--- src/rtl/fifo_uart_tx.sv ---
// UART transmitter draining an async-FIFO read port: one rinc pop per word, 8N1 frames LSB first.
// Define FIFO_UART_TX_PARITY_EN to insert an even-parity bit between DATA and STOP.
module fifo_uart_tx #(
  parameter int DSIZE    = 8,
  parameter int BAUD_DIV = 104
) (
  input  logic             rclk,
  input  logic             rrst_n,
  input  logic [DSIZE-1:0] rdata,
  input  logic             rempty,
  output logic             rinc,
  input  logic             tx_en,
  output logic             tx,
  output logic             busy
);

  localparam int BW = $clog2(BAUD_DIV);
  localparam int CW = $clog2(DSIZE + 1);

`ifdef FIFO_UART_TX_PARITY_EN
  typedef enum logic [2:0] {IDLE, START, DATA, PARITY, STOP} state_e;
`else
  typedef enum logic [1:0] {IDLE, START, DATA, STOP} state_e;
`endif

  state_e           state_q, state_d;
  logic [BW-1:0]    baud_q, baud_d;
  logic [CW-1:0]    bit_q, bit_d;
  logic [DSIZE-1:0] sh_q, sh_d;
  logic             rinc_q, rinc_d;
  logic             tx_q, tx_d;
  logic             busy_q, busy_d;
  logic             baud_last, load_ok, load;
`ifdef FIFO_UART_TX_PARITY_EN
  logic             par_q, par_d;
`endif

  assign baud_last = (baud_q == BW'(BAUD_DIV - 1));
  assign load_ok   = tx_en && !rempty;

  always_comb begin
    state_d = state_q;
    baud_d  = baud_q;
    bit_d   = bit_q;
    sh_d    = sh_q;
    load    = 1'b0;
`ifdef FIFO_UART_TX_PARITY_EN
    par_d   = par_q;
`endif
    if (state_q != IDLE) baud_d = baud_last ? '0 : baud_q + 1'b1;

    case (state_q)
      IDLE:  load = load_ok;
      START: if (baud_last) begin
        state_d = DATA;
        bit_d   = '0;
      end
      DATA: if (baud_last) begin
        sh_d = sh_q >> 1;
        if (bit_q == CW'(DSIZE - 1)) begin
`ifdef FIFO_UART_TX_PARITY_EN
          state_d = PARITY;
`else
          state_d = STOP;
`endif
        end else begin
          bit_d = bit_q + 1'b1;
        end
      end
`ifdef FIFO_UART_TX_PARITY_EN
      PARITY: if (baud_last) state_d = STOP;
`endif
      STOP: if (baud_last) begin
        if (load_ok) load = 1'b1;
        else         state_d = IDLE;
      end
      default: state_d = IDLE;
    endcase

    // Load wins over everything: capture head word, pop it, start bit next.
    if (load) begin
      state_d = START;
      sh_d    = rdata;
      baud_d  = '0;
`ifdef FIFO_UART_TX_PARITY_EN
      par_d   = ^rdata;
`endif
    end
    rinc_d = load;

    // tx is decoded from the next state so the line level is itself a flop.
    case (state_d)
      START:   tx_d = 1'b0;
      DATA:    tx_d = sh_d[0];
`ifdef FIFO_UART_TX_PARITY_EN
      PARITY:  tx_d = par_d;
`endif
      default: tx_d = 1'b1;
    endcase
    busy_d = (state_d != IDLE);
  end

  always_ff @(posedge rclk or negedge rrst_n) begin
    if (!rrst_n) begin
      state_q <= IDLE;
      baud_q  <= '0;
      bit_q   <= '0;
      sh_q    <= '0;
      rinc_q  <= 1'b0;
      tx_q    <= 1'b1;
      busy_q  <= 1'b0;
`ifdef FIFO_UART_TX_PARITY_EN
      par_q   <= 1'b0;
`endif
    end else begin
      state_q <= state_d;
      baud_q  <= baud_d;
      bit_q   <= bit_d;
      sh_q    <= sh_d;
      rinc_q  <= rinc_d;
      tx_q    <= tx_d;
      busy_q  <= busy_d;
`ifdef FIFO_UART_TX_PARITY_EN
      par_q   <= par_d;
`endif
    end
  end

  assign rinc = rinc_q;
  assign tx   = tx_q;
  assign busy = busy_q;

endmodule

--- config.mk ---
export PLATFORM = sky130hd
export DESIGN_NAME = fifo_uart_tx
export DESIGN_NICKNAME = d
export VERILOG_FILES = /design/src/rtl/fifo_uart_tx.sv
export SDC_FILE = /design/constraint.sdc
export NUM_CORES = 1
export LEC_CHECK = 0
export ABC_CLOCK_PERIOD_IN_PS = 2250
export BUFFER_PORTS_ARGS = -buffer_cell sky130_fd_sc_hd__buf_2
export CORE_ASPECT_RATIO = 1.4
export CORE_MARGIN = 4
export CORE_UTILIZATION = 55
export CTS_CLUSTER_DIAMETER = 80
export DETAILED_ROUTE_END_ITERATION = 8
export GPL_TIMING_DRIVEN = 0
export MAX_ROUTING_LAYER = met4
export PLACE_DENSITY = 0.73
export SLEW_MARGIN = 20
export SYNTH_ARGS = -nofsm -noshare
export SYNTH_HDL_FRONTEND = slang
export SYNTH_SLANG_ARGS = --single-unit
export TNS_END_PERCENT = 20
--- constraint.sdc ---
create_clock -name rclk -period 2.25 [get_ports rclk]
set_input_delay 0.45 -clock rclk [delete_from_list [all_inputs] [get_ports rclk]]
set_output_delay 0.45 -clock rclk [all_outputs]
set_load 0.03 [all_outputs]
==> flow_metrics.py <==
metrics = {
    "synthesis": {
        "ys_seq_area_share_pct": 44.8,
        "synth.ff_latch_count": 24,
        "ys_top_cells_by_count": "23 x dfrtp_1, 18 x o21ai_0, 14 x nand2_1",
        "avgSynthCellArea_um2": 9.95,
        "yosysMostFrequentCell": "dfrtp_1",
        "synthCells": 135,
        "syn_nets": 154,
        "synthArstFlopShare_pct": 100,
        "ys_types": 44,
        "syn-cell-area_um2": 1340,
        "synth_warnings": 0,
        "synth_edf_count": 0,
        "synth_area_leaders": "dfrtp_1 43%, o21ai_0 6.7%, ha_1 6.5%",
        "synth_flop_cell": "dfrtp_1",
        "yosys.area.top_type": "dfrtp_1",
        "yosysTopAreaCellShare_pct": 42.8,
    },
    "layout": {
        "seq_area_um2": 602,
        "final_nets": 173,
        "antenna_cells": 0,
        "design_area_um2": 1470,
        "fin_cells": 175,
        "fillers": 207,
        "syn_to_final_growth_pct": 9.22,
        "drive_above_1_share_pct": 22.2,
        "multi_input_area_um2": 694,
    },
    "timing": {
        "slew_headroom_pct": 65.5,
        "layout_worst_path_cycle_share_pct": 89.4,
        "period_needed_ps": 2010,
        "skew_ps": 4.72,
        "maxSlewViolCount": 0,
        "hold_viol": 0,
        "fin_ws_ps": 238,
        "fmax_mhz": 497,
        "finalSetupViolCount": 0,
        "tightest_slew_ps": 518,
        "rsz0062_at_grt": "no",
        "finalSetupTns_ps": 0,
    },
    "clocking": {
        "cts_max_level": 1,
        "ctsResizeCount": 0,
        "clk_latency_ps": 320,
        "cts_tree": "built",
        "hold_buffers": 0,
        "cts-root-buf": "clkbuf_4",
        "cts_made_buffers": 3,
        "path_clk_slew_ps": 130,
        "clock_path_buffers": 2,
        "cts.sinks": 24,
        "postCtsSetupBuffers": 0,
    },
    "critical_path": {
        "crit_path_start_kind": "flop",
        "worst_ep_arrival_time_ps": 2260,
        "criticalPathCategory": "reg -> reg",
        "crit_start": "state_q[1]",
        "cp_max_fo": 7,
        "worst_ep_required_time_ps": 2490,
        "end_kind": "flop",
        "r2r-start": "state_q[1]",
    },
    "placement": {
        "place_ws_ps": 303,
        "dpl_cell_area_um2": 1440,
        "dp_cells": 171,
        "gp_congestion": 0.885,
        "hpwl_um": 1770,
        "port_buffers": 14,
    },
    "routing": {
        "drt_iter0_drc": 27,
        "antenna_left": 0,
        "routedWlPerCell_um": 13.8,
        "drtPass1Iterations": 4,
        "via_count": 1028,
        "avgViaCountPerCell": 5.87,
        "drc": 0,
        "finalWirelength_um": 2420,
    },
    "floorplan": {
        "fp.dieW_um": 49.8,
        "dieArea_um2": 3310,
        "rows": 20,
        "die_h_um": 66.5,
        "ios": 15,
        "core_area_um2": 2250,
        "start_util_pct": 59.7,
    },
    "run_status": {
        "outcome": "finished, final reports clean",
    },
    "power": {
        "powerDensity_nw_per_um2": 445,
        "p_leak_uw": 0.000649,
        "vdd_drop_max_mv": 0.394,
    },
    "global_route": {
        "grt_pass1_wl_um": 4490,
        "grt_pass1_vias": 1041,
        "grt_max_degree": 25,
        "grt_use_total_pct": 17.7,
        "grt-ovfl-total": 0,
        "antenna_found_initial": 0,
    },
    "worst_hold_path": {
        "hold_path.class": "in -> async",
    },
    "run": {
        "maxCapViolations": 0,
    },
}
## power breakdown
part | leakage, uW | switching [uW] | internal [uW]
logic | 0.000374 | 12.1 | 8.33
clock network | 0.0000150 | 131 | 69.6
registers | 0.000260 | 0 | 431
total | 0.000649 | 143 | 509
## final cells by class
class	instances	area share (%)
multi-input cells	102	47.3
flip-flops and latches	24	41.0
repair buffers	14	4.77
plain buffers	5	2.22
well taps	22	1.88
clock buffers	4	1.79
inverters	4	1.02
## final timing paths
| kind | end | slack (ps) | depth (start not counted) |
|---|---|---|---|
| worst max-delay path | tx | 240 | 7 |
| worst min-delay path | bit_q[2] | 80 | 1 |
| worst max register to register | tx | 240 | 7 |
| worst min register to register | baud_q[5] | 500 | 1 |
| max in group asynchronous | tx | 1810 | 1 |
| min in group rclk | sh_q[3] | 310 | 3 |
## metal layers
layer  GRT usage [%]  vias up  wire length (um)
met1            20.6      487              1100
li1                -      522                 -
met5               -        -                 0
met3            1.57        5                60
met4            8.30        0                49
met2            30.8       14              1210
## registers in the layout, indices dropped and copies added, names as in the netlist
name,flops
rinc,1
busy,1
tx,1
sh_q,8
bit_q,4
state_q,2
baud_q,7
## metrics by stage
| step | total power (uW) | hold slack [ps] | util, % |
|---|---|---|---|
| CTS | 656 | 102 | 65.2 |
| global route | 677 | 116 | 65.2 |
| global placement | 460 | 454 | 64.0 |
| detailed placement | 461 | 460 | 64.0 |
| floorplan | 443 | 154 | - |
| finish | 652 | 77.5 | 65.2 |
## critical path: stages, from the launching register on
cell and delay (ps):
dfrtp_1 440, inv_1 100, ha_1 270, or3_1 360
a221oi_1 270, a211o_1 230, nor4_2 50, nor3_1 220
## layout by cell type (no fill, tap or decap), types with 3 or more instances in the layout
cell,instances
buf_2,16
clkbuf_4,3
dfrtp_1,23
ha_1,7
inv_1,3
mux2i_1,6
nand2_1,14
nand3_1,6
nor2_1,10
nor2b_1,4
nor3_1,3
o21ai_0,18
## cells by family after synthesis
| family | after synthesis | synth area share, % |
|---|---|---|
| compound gates | 34 | 16.1 |
| xor+xnor | 2 | 1.30 |
| fa+ha+maj | 7 | 6.52 |
| buf+inv | 9 | 3.54 |
| flops | 24 | 44.8 |
| mux | 8 | 6.42 |
| simple gates | 51 | 21.3 |
No activity file was read; power rests on OpenSTA's default activity.
